### src/rtl/bcd_display_pkg.sv
// Shared constants and helpers for the three-digit BCD seven-segment driver.
// Segment bit order is {g,f,e,d,c,b,a}, active high.
package bcd_display_pkg;

   localparam int NUM_DIGITS = 3;

   localparam logic [6:0] SEG_DASH  = 7'h40;
   localparam logic [6:0] SEG_BLANK = 7'h00;

   // Standard decimal glyphs, indexed by digit value.
   localparam logic [6:0] SEG_DIGITS [0:9] = '{
      7'h3F, 7'h06, 7'h5B, 7'h4F, 7'h66,
      7'h6D, 7'h7D, 7'h07, 7'h7F, 7'h6F
   };

   // Digit positions on the common bus; an[0] drives the ones digit.
   typedef enum logic [1:0] {
      DIG_ONES     = 2'd0,
      DIG_TENS     = 2'd1,
      DIG_HUNDREDS = 2'd2
   } digit_e;

   // A nibble outside 0..9 is not a decimal digit.
   function automatic logic nibble_invalid(input logic [3:0] nib);
      return (nib > 4'd9);
   endfunction

   // True when any nibble of a packed three-digit word is non-decimal.
   function automatic logic word_has_err(input logic [11:0] word);
      return nibble_invalid(word[11:8]) |
             nibble_invalid(word[7:4])  |
             nibble_invalid(word[3:0]);
   endfunction

endpackage

### src/rtl/bcd_seg_decoder.sv
// Combinational nibble to seven-segment decoder. Decimal values map to the
// standard glyphs; anything above 9 shows a dash so bad data is visible.
module bcd_seg_decoder
   import bcd_display_pkg::*;
(
   input  logic [3:0] nibble,
   output logic [6:0] seg
);

   // Glyph lookup with dash fallback for non-decimal nibbles.
   always_comb begin
      seg = SEG_DASH;
      if (nibble <= 4'd9) begin
         seg = SEG_DIGITS[nibble];
      end else begin
         seg = SEG_DASH;
      end
   end

endmodule

### src/rtl/bcd_display_driver.sv
// Multiplexed three-digit seven-segment driver. A new BCD word is taken via
// valid/ready into a one-deep pending buffer and only moved to the displayed
// register at the end of a frame, so a frame never mixes two words. Leading
// zeros are blanked, the first cycle of every digit slot is a dark guard
// cycle against ghosting, and seg/an come straight from flops.
module bcd_display_driver
   import bcd_display_pkg::*;
#(
   parameter int unsigned CLK_DIV = 1000
)(
   input  logic                  clk,
   input  logic                  rst_n,
   input  logic [11:0]           bcd_in,
   input  logic                  bcd_valid,
   output logic                  bcd_ready,
   output logic [6:0]            seg,
   output logic [NUM_DIGITS-1:0] an,
   output logic                  bcd_err,
   output logic                  frame_done
);

   localparam int CNT_W = 16;
   localparam logic [CNT_W-1:0] CNT_LAST = CNT_W'(CLK_DIV - 1);

   logic [CNT_W-1:0]      cnt_r;
   digit_e                digit_r;
   digit_e                digit_next_s;
   logic [11:0]           pending_r;
   logic                  pending_full_r;
   logic [11:0]           disp_r;
   logic [6:0]            seg_r;
   logic [NUM_DIGITS-1:0] an_r;
   logic                  bcd_err_r;
   logic                  frame_done_r;

   logic                  cnt_last_s;
   logic                  wrap_s;
   logic                  capture_s;
   logic                  commit_s;
   logic [3:0]            nibble_s;
   logic                  blank_s;
   logic [NUM_DIGITS-1:0] an_sel_s;
   logic [6:0]            dec_seg_s;
   logic [6:0]            seg_next_s;
   logic [NUM_DIGITS-1:0] an_next_s;

   assign cnt_last_s = (cnt_r == CNT_LAST);
   assign wrap_s     = cnt_last_s && (digit_r == DIG_HUNDREDS);
   assign capture_s  = bcd_valid && !pending_full_r;
   // Capture needs an empty buffer and commit needs a full one, so they
   // can never fire in the same cycle.
   assign commit_s   = wrap_s && pending_full_r;

   assign bcd_ready  = !pending_full_r;
   assign seg        = seg_r;
   assign an         = an_r;
   assign bcd_err    = bcd_err_r;
   assign frame_done = frame_done_r;

   // Per-digit dwell counter, 0..CLK_DIV-1.
   always_ff @(posedge clk or negedge rst_n) begin
      if (!rst_n) begin
         cnt_r <= {CNT_W{1'b0}};
      end else if (cnt_last_s) begin
         cnt_r <= {CNT_W{1'b0}};
      end else begin
         cnt_r <= cnt_r + {{(CNT_W-1){1'b0}}, 1'b1};
      end
   end

   // Digit scan state register.
   always_ff @(posedge clk or negedge rst_n) begin
      if (!rst_n) begin
         digit_r <= DIG_ONES;
      end else begin
         digit_r <= digit_next_s;
      end
   end

   // Digit scan next state: advance ones -> tens -> hundreds -> ones.
   always_comb begin
      digit_next_s = digit_r;
      if (cnt_last_s) begin
         case (digit_r)
            DIG_ONES:     digit_next_s = DIG_TENS;
            DIG_TENS:     digit_next_s = DIG_HUNDREDS;
            DIG_HUNDREDS: digit_next_s = DIG_ONES;
            default:      digit_next_s = DIG_ONES;
         endcase
      end else begin
         digit_next_s = digit_r;
      end
   end

   // Pending buffer: fill on handshake, empty on frame-boundary commit.
   always_ff @(posedge clk or negedge rst_n) begin
      if (!rst_n) begin
         pending_r      <= 12'h000;
         pending_full_r <= 1'b0;
      end else if (capture_s) begin
         pending_r      <= bcd_in;
         pending_full_r <= 1'b1;
      end else if (commit_s) begin
         pending_full_r <= 1'b0;
      end
   end

   // Displayed word and its error flag change together only at commit.
   always_ff @(posedge clk or negedge rst_n) begin
      if (!rst_n) begin
         disp_r    <= 12'h000;
         bcd_err_r <= 1'b0;
      end else if (commit_s) begin
         disp_r    <= pending_r;
         bcd_err_r <= word_has_err(pending_r);
      end
   end

   // End-of-frame strobe, lands on the same cycle the new word is visible.
   always_ff @(posedge clk or negedge rst_n) begin
      if (!rst_n) begin
         frame_done_r <= 1'b0;
      end else begin
         frame_done_r <= wrap_s;
      end
   end

   // Select the active nibble, its enable bit and leading-zero blanking.
   // Non-decimal nibbles are non-zero, so they are never blanked.
   always_comb begin
      nibble_s = 4'h0;
      blank_s  = 1'b1;
      an_sel_s = 3'b000;
      case (digit_r)
         DIG_ONES: begin
            nibble_s = disp_r[3:0];
            blank_s  = 1'b0;
            an_sel_s = 3'b001;
         end
         DIG_TENS: begin
            nibble_s = disp_r[7:4];
            blank_s  = (disp_r[11:8] == 4'h0) && (disp_r[7:4] == 4'h0);
            an_sel_s = 3'b010;
         end
         DIG_HUNDREDS: begin
            nibble_s = disp_r[11:8];
            blank_s  = (disp_r[11:8] == 4'h0);
            an_sel_s = 3'b100;
         end
         default: begin
            nibble_s = 4'h0;
            blank_s  = 1'b1;
            an_sel_s = 3'b000;
         end
      endcase
   end

   bcd_seg_decoder u_dec (
      .nibble (nibble_s),
      .seg    (dec_seg_s)
   );

   // Output pattern: dark guard on cnt==0, blank glyph keeps its enable.
   always_comb begin
      seg_next_s = SEG_BLANK;
      an_next_s  = 3'b000;
      if (cnt_r == {CNT_W{1'b0}}) begin
         seg_next_s = SEG_BLANK;
         an_next_s  = 3'b000;
      end else if (blank_s) begin
         seg_next_s = SEG_BLANK;
         an_next_s  = an_sel_s;
      end else begin
         seg_next_s = dec_seg_s;
         an_next_s  = an_sel_s;
      end
   end

   // Output register stage for glitch-free pad drive.
   always_ff @(posedge clk or negedge rst_n) begin
      if (!rst_n) begin
         seg_r <= SEG_BLANK;
         an_r  <= 3'b000;
      end else begin
         seg_r <= seg_next_s;
         an_r  <= an_next_s;
      end
   end

endmodule

### config.mk
export PLATFORM = sky130hd
export DESIGN_NAME = bcd_display_driver
export DESIGN_NICKNAME = d
export VERILOG_FILES = /design/src/rtl/bcd_display_pkg.sv /design/src/rtl/bcd_seg_decoder.sv /design/src/rtl/bcd_display_driver.sv
export SDC_FILE = /design/constraint.sdc
export NUM_CORES = 1
export LEC_CHECK = 0
export BUFFER_PORTS_ARGS = -buffer_cell sky130_fd_sc_hd__buf_2
export CAP_MARGIN = 25
export CORE_AREA = 2 2 79 81
export DETAILED_ROUTE_END_ITERATION = 10
export DIE_AREA = 0 0 81 83
export PLACE_DENSITY = 0.7
export SYNTH_ARGS = -nofsm -noshare
export SYNTH_HDL_FRONTEND = slang
export SYNTH_HIERARCHICAL = 1
export SYNTH_SLANG_ARGS = --single-unit
### constraint.sdc
create_clock -name clk -period 4.05 [get_ports clk]
set_input_delay 0.2025 -clock clk [delete_from_list [all_inputs] [get_ports clk]]
set_output_delay 0.2025 -clock clk [all_outputs]
set_load 0.05 [all_outputs]
==> results.tsv, run 1 <==
stage	metric	value	unit
die	die_h	83	um
logic_synthesis	synth_edf_count	0	
logic_synthesis	synth_top_area_share	0.535	
final_layout	final.fill_count	546	
sta	whs	-1.48	ps
setup_path	crit_type	reg2reg	
cts	clk_latency	300	ps
global_routing	grt_start_max_net_pins	56	
die	ios	28	
place	hpwl	2950	um
sta	fmax	0.362	GHz
logic_synthesis	synth_top_family_by_area	simple AND/OR/NAND/NOR gates	
flow_run	cap_violations	0	
logic_synthesis	ys.flop_type	dfrtp_1	
logic_synthesis	ys_ff_latch	55	
setup_path	critPathArrivalTime	2960	ps
cts	hold_buffers	0	
detailed_routing	avgViaCountPerCell	5.12	
global_routing	grt_usage	0.141	
logic_synthesis	synth_area	0.00257	sq mm
die	row_count	28	
run_status	violations	hold timing	
logic_synthesis	yosys_warnings	6	
power	power_leakage	1.27	nW
min_path	hold_path_class	in2async	
logic_synthesis	synth_compound_area_frac	0.0589	
global_routing	globalRouteOverflowTotal	0	
run_status	status	finished, violations left	
sta	setup_tns	0	ps
detailed_routing	ant_nets	0	
power	worst_ir_drop_vdd	0.000226	V
power	powerDensity	332	mW/mm^2
logic_synthesis	synth_cell_types	45	
cts	clk_pin_slew	90	ps
logic_synthesis	yosys.area_share.simple	0.164	
sta	slew_headroom	0.320	
logic_synthesis	avgSynthCellArea	11.9	sq um
detailed_routing	first_pass_iters	4	
cts	cts_buffers	5	
place	routabilityCongestion	0.828	
final_layout	area_delta_synth_final	11.7	%
logic_synthesis	synthXorXnorAreaFrac	0.0409	
detailed_routing	drc	0	
cts	cts_max_level	2	
detailed_routing	drtIter0Drc	124	
logic_synthesis	syn_nets	239	
die	die_area	0.00672	sq mm
logic_synthesis	ys_top_cells_by_area	dfrtp_1 (54%), mux2_2 (7.4%), mux2_1 (3.9%), ha_1 (3.9%), xnor2_1 (2.7%)	
logic_synthesis	synthAdderAreaFrac	0.0389	
sta	period_share	0.681	
logic_synthesis	muxShareOfSynthArea	0.129	
detailed_routing	via_count	1639	
cts	cts_root_buf	clkbuf_8	
logic_synthesis	async_flop_share	1.00	
sta	rsz0062_at_grt	no	
global_routing	grt_pass1_wl	7550	um
global_routing	grt_antenna_before_repair	0	
setup_path	cp-end-kind	flop	
place	port_buffers	27	
global_routing	grt_pass1_vias	1598	
cts	cts_resized	0	
final_layout	fin_util	0.494	
sta	drv_slew	0	
cts	max-clock-path-buffers	2	
detailed_routing	wirelength	4090	um
cts	postCtsSetupBuffers	0	
sta	worst_clock_skew	5.98	ps
die	die-width	81	um
final_layout	nNetsFinal	268	
detailed_routing	wl_per_cell	12.8	um
logic_synthesis	yosysTopAreaCell	dfrtp_1	
final_layout	drive_gt1_frac	0.249	
setup_path	cp_max_fo	14	
sta	setup_viol	0	
setup_path	r2r_start	cnt_r[3]	
setup_path	cp-start-kind	flop	
setup_path	critPathLaunch	cnt_r[3]	
setup_path	r2r_slack	1290	ps
cts	cts_tree	built	
setup_path	crit_required	4250	ps
final_layout	diodes	0	
logic_synthesis	postSynthCellCount	216	
logic_synthesis	yosysSeqAreaShare	0.535	
die	start_util	0.442	
sta	hold_viol_final	1	
cts	clock_sinks	55	
sta	worst_slew_pin_slew	1020	ps
sta	period_needed	2760	ps
die	design.core.area	0.00582	sq mm
[cell usage after synthesis, drive strengths merged (2+ instances only)]
cell and instances:
dfrtp 55, mux2 26, nor2 16, o21ai 11, nand3 10, and2 8
ha 8, nand2 8, xnor2 8, inv 7, nor3 6, buf 5
mux2i 4, nor2b 4, xor2 4, clkbuf 3, nand4 3, o211ai 3
or4 3, and3 2, nand2b 2, nor3b 2, nor4 2, o21a 2
or3 2, or3b 2, or4b 2
[state kept, by name (all words and copies together), names as in the netlist]
| signal | flops |
|---|---|
| an | 3 |
| bcd_err | 1 |
| cnt_r | 16 |
| digit_r | 2 |
| disp_r | 12 |
| frame_done | 1 |
| pending_full_r | 1 |
| pending_r | 12 |
| seg | 7 |
[cells by family (layout without fill, tap and decap cells)]
logic type	count (synthesis)	after routing
multiplexers	30	30
XOR/XNOR	12	12
AND/OR/NAND/NOR	73	73
AO/OA/AOI/OAI	23	23
flip-flops	55	55
adder cells (fa/ha/maj)	8	8
buffers and inverters	15	44
[power by group]
| part | internal (mW) | leakage (nW) | switching (mW) |
|---|---|---|---|
| Sequential | 0.563 | 0.693 | 0.0101 |
| Clock | 0.181 | 0.0502 | 0.168 |
| Combinational | 0.0168 | 0.525 | 0.0158 |
[area by class of cell]
class | instances | area [sq um] | area share
clock buffer | 5 | 68.8 | 0.0240
clock inverter | 2 | 37.5 | 0.0131
timing repair buffer | 30 | 158 | 0.0549
sequential | 55 | 1380 | 0.479
tap | 75 | 93.8 | 0.0327
inverter | 7 | 26.3 | 0.00915
multi-input combinational | 146 | 1110 | 0.387
[layer usage]
| metal | global-route usage | vias to the layer above | wire length [um] |
|---|---|---|---|
| met5 | 0 | - | 0 |
| met4 | 0.0462 | 0 | 60 |
| met3 | 0.0370 | 5 | 217 |
| met2 | 0.205 | 40 | 1750 |
| met1 | 0.205 | 779 | 2060 |
| li1 | - | 815 | - |
[path summary, 6_finish.rpt]
path | depth (start not counted) | end
min | 2 | cnt_r[14]
min in group clk | 2 | pending_r[11]
min reg2reg | 1 | cnt_r[15]
max reg2reg | 4 | bcd_err
max | 4 | bcd_err
max in group asynchronous | 2 | seg[2]
[worst max-delay path: stages (launching register included)]
cell and delay (ps):
dfrtp_1 420, or4_1 600, nor4_4 600, and3_1 640, mux2_2 400
[cells in the final DEF (no fill, tap or decap), drive strengths merged, types with 7 or more instances in the layout]
cell	instances
dfrtp	55
buf	30
mux2	26
nor2	16
o21ai	11
nand3	10
nand2	8
and2	8
xnor2	8
ha	8
inv	7
[per-stage QoR]
stage / cell area, sq um / setup slack (ps) / total power, mW / instances
2_1_floorplan: 2570 / 1860 / 0.594 / 216
3_3_place_gp: 2770 / 1310 / 0.616 / 313
3_5_place_dp: 2770 / 1270 / 0.618 / 313
4_1_cts: 2870 / 1260 / 0.967 / 320
5_1_grt: 2870 / 1110 / 0.998 / 320
6_report: 2870 / 1290 / 0.955 / 320
Note: power is estimated with default switching activity, not from simulation.
==> run 2, diff against run 1 <==
- clock period: 4.05 -> 2.7 ns (I/O delays scaled with it)
==> results.tsv, run 2 (synthesis results as in run 1) <==
stage	metric	value	unit
global_routing	grt_start_max_net_pins	29	
detailed_routing	drc	0	
detailed_routing	drtIter0Drc	75	
flow_run	cap_violations	0	
final_layout	diodes	0	
sta	drv_slew	0	
detailed_routing	first_pass_iters	4	
sta	slew_headroom	0.573	
setup_path	critPathArrivalTime	2600	ps
die	design.core.area	0.00582	sq mm
global_routing	grt_pass1_wl	7520	um
detailed_routing	wl_per_cell	13.0	um
setup_path	cp-start-kind	flop	
cts	cts_buffers	5	
final_layout	largest_reg_flops	16	
sta	setup_slack	302	ps
cts	cts_root_buf	clkbuf_8	
sta	setup_tns	0	ps
final_layout	final.fill_count	558	
global_routing	grt_pass1_vias	1616	
setup_path	cp-end-kind	flop	
die	start_util	0.442	
final_layout	drive_gt1_frac	0.260	
global_routing	grt_usage	0.141	
cts	cts_tree	built	
cts	clk_latency	310	ps
setup_path	crit_type	reg2reg	
final_layout	nNetsFinal	272	
sta	worst_clock_skew	11.5	ps
sta	hold_viol_final	0	
cts	clock_sinks	55	
final_layout	multi_input_area	0.00111	sq mm
place	placed_area	0.00279	sq mm
setup_path	crit_required	2900	ps
detailed_routing	via_count	1653	
global_routing	globalRouteOverflowTotal	0	
detailed_routing	ant_nets	0	
die	die-width	81	um
die	die_h	83	um
final_layout	design_area	0.00292	sq mm
power	powerDensity	501	mW/mm^2
place	routabilityCongestion	0.803	
die	row_count	28	
sta	worst_slew_pin_slew	637	ps
run_status	status	completed	
final_layout	final-seq-area	0.00138	sq mm
final_layout	top_register	cnt_r	
cts	cts_max_level	2	
final_layout	largest_registers	cnt_r x16, disp_r x12, pending_r x12	
cts	max-clock-path-buffers	2	
die	die_area	0.00672	sq mm
cts	clk_pin_slew	100	ps
final_layout	final_common_cell	dfrtp_1	
cts	postCtsSetupBuffers	0	
sta	whs	46.3	ps
final_layout	area_delta_synth_final	13.4	%
detailed_routing	wirelength	4220	um
final_layout	layout_common_cells	dfrtp_1 (55), buf_2 (27), mux2_2 (17), nor2_1 (16), nand3_1 (10)	
sta	setup_viol	0	
place	dpl_worst_slack	299	ps
die	ios	28	
global_routing	grt_antenna_before_repair	0	
sta	period_needed	2400	ps
sta	rsz0062_at_grt	no	
power	power_leakage	1.30	nW
sta	period_share	0.888	
detailed_routing	avgViaCountPerCell	5.09	
place	port_buffers	27	
sta	fmax	0.417	GHz
min_path	hold_path_class	in2reg	
place	hpwl	3130	um
setup_path	cp_max_fo	9	
power	worst_ir_drop_vdd	0.000274	V
[run 2: path summary, 6_finish.rpt]
kind	cells after the start	from	endpoint	slack, ps
min	2	bcd_in[1]	pending_r[1]	50
max reg2reg	9	digit_r[1]	seg[4]	300
min reg2reg	1	disp_r[2]	disp_r[2]	490
max in group asynchronous	3	rst_n	cnt_r[5]	1580
min in group asynchronous	2	rst_n	pending_r[10]	350
max	9	digit_r[1]	seg[4]	300
[run 2: area by class of cell]
type / count / share of cell area
inverter: 7 / 0.00901
tap: 75 / 0.0322
sequential: 55 / 0.472
multi-input combinational: 146 / 0.382
clock inverter: 3 / 0.0163
timing repair buffer: 34 / 0.0652
clock buffer: 5 / 0.0236
[run 2: layer usage]
metal  vias up  GRT usage  routed length [um]  share of wire
met5         -          0                   0              0
met4         0     0.0539                  89          0.021
met3         8     0.0304                 203          0.048
met2        34      0.207                1860           0.44
met1       789      0.204                2070           0.49
li1        822          -                   -              -
[run 2: critical path: stages (launching register included)]
cell,delay (ps)
dfrtp_1,510
inv_1,140
nor2_1,300
nand2_1,100
o21ai_0,240
inv_1,170
ha_1,270
o21ai_1,290
o311ai_1,120
and2_1,160
[run 2: repair_timing]
item	CTS	global route
resized for setup	0	1
hold endpoints to repair	27	0
hold buffers	1	0
setup endpoints to repair	0	2
[run 2: where the power goes]
group / total [mW] / switching, mW / leakage, nW / internal (mW)
Combinational: 0.0500 / 0.0239 / 0.546 / 0.0262
Clock: 0.554 / 0.273 / 0.0587 / 0.281
Sequential: 0.858 / 0.0139 / 0.693 / 0.844
[run 2: through the flow]
step | instances | power (mW) | utilization
3_3_place_gp | 316 | 0.924 | 0.480
4_1_cts | 325 | 1.48 | 0.501
2_1_floorplan | 216 | 0.891 | -
3_5_place_dp | 316 | 0.926 | 0.480
5_1_grt | 325 | 1.52 | 0.501
6_report | 325 | 1.46 | 0.501
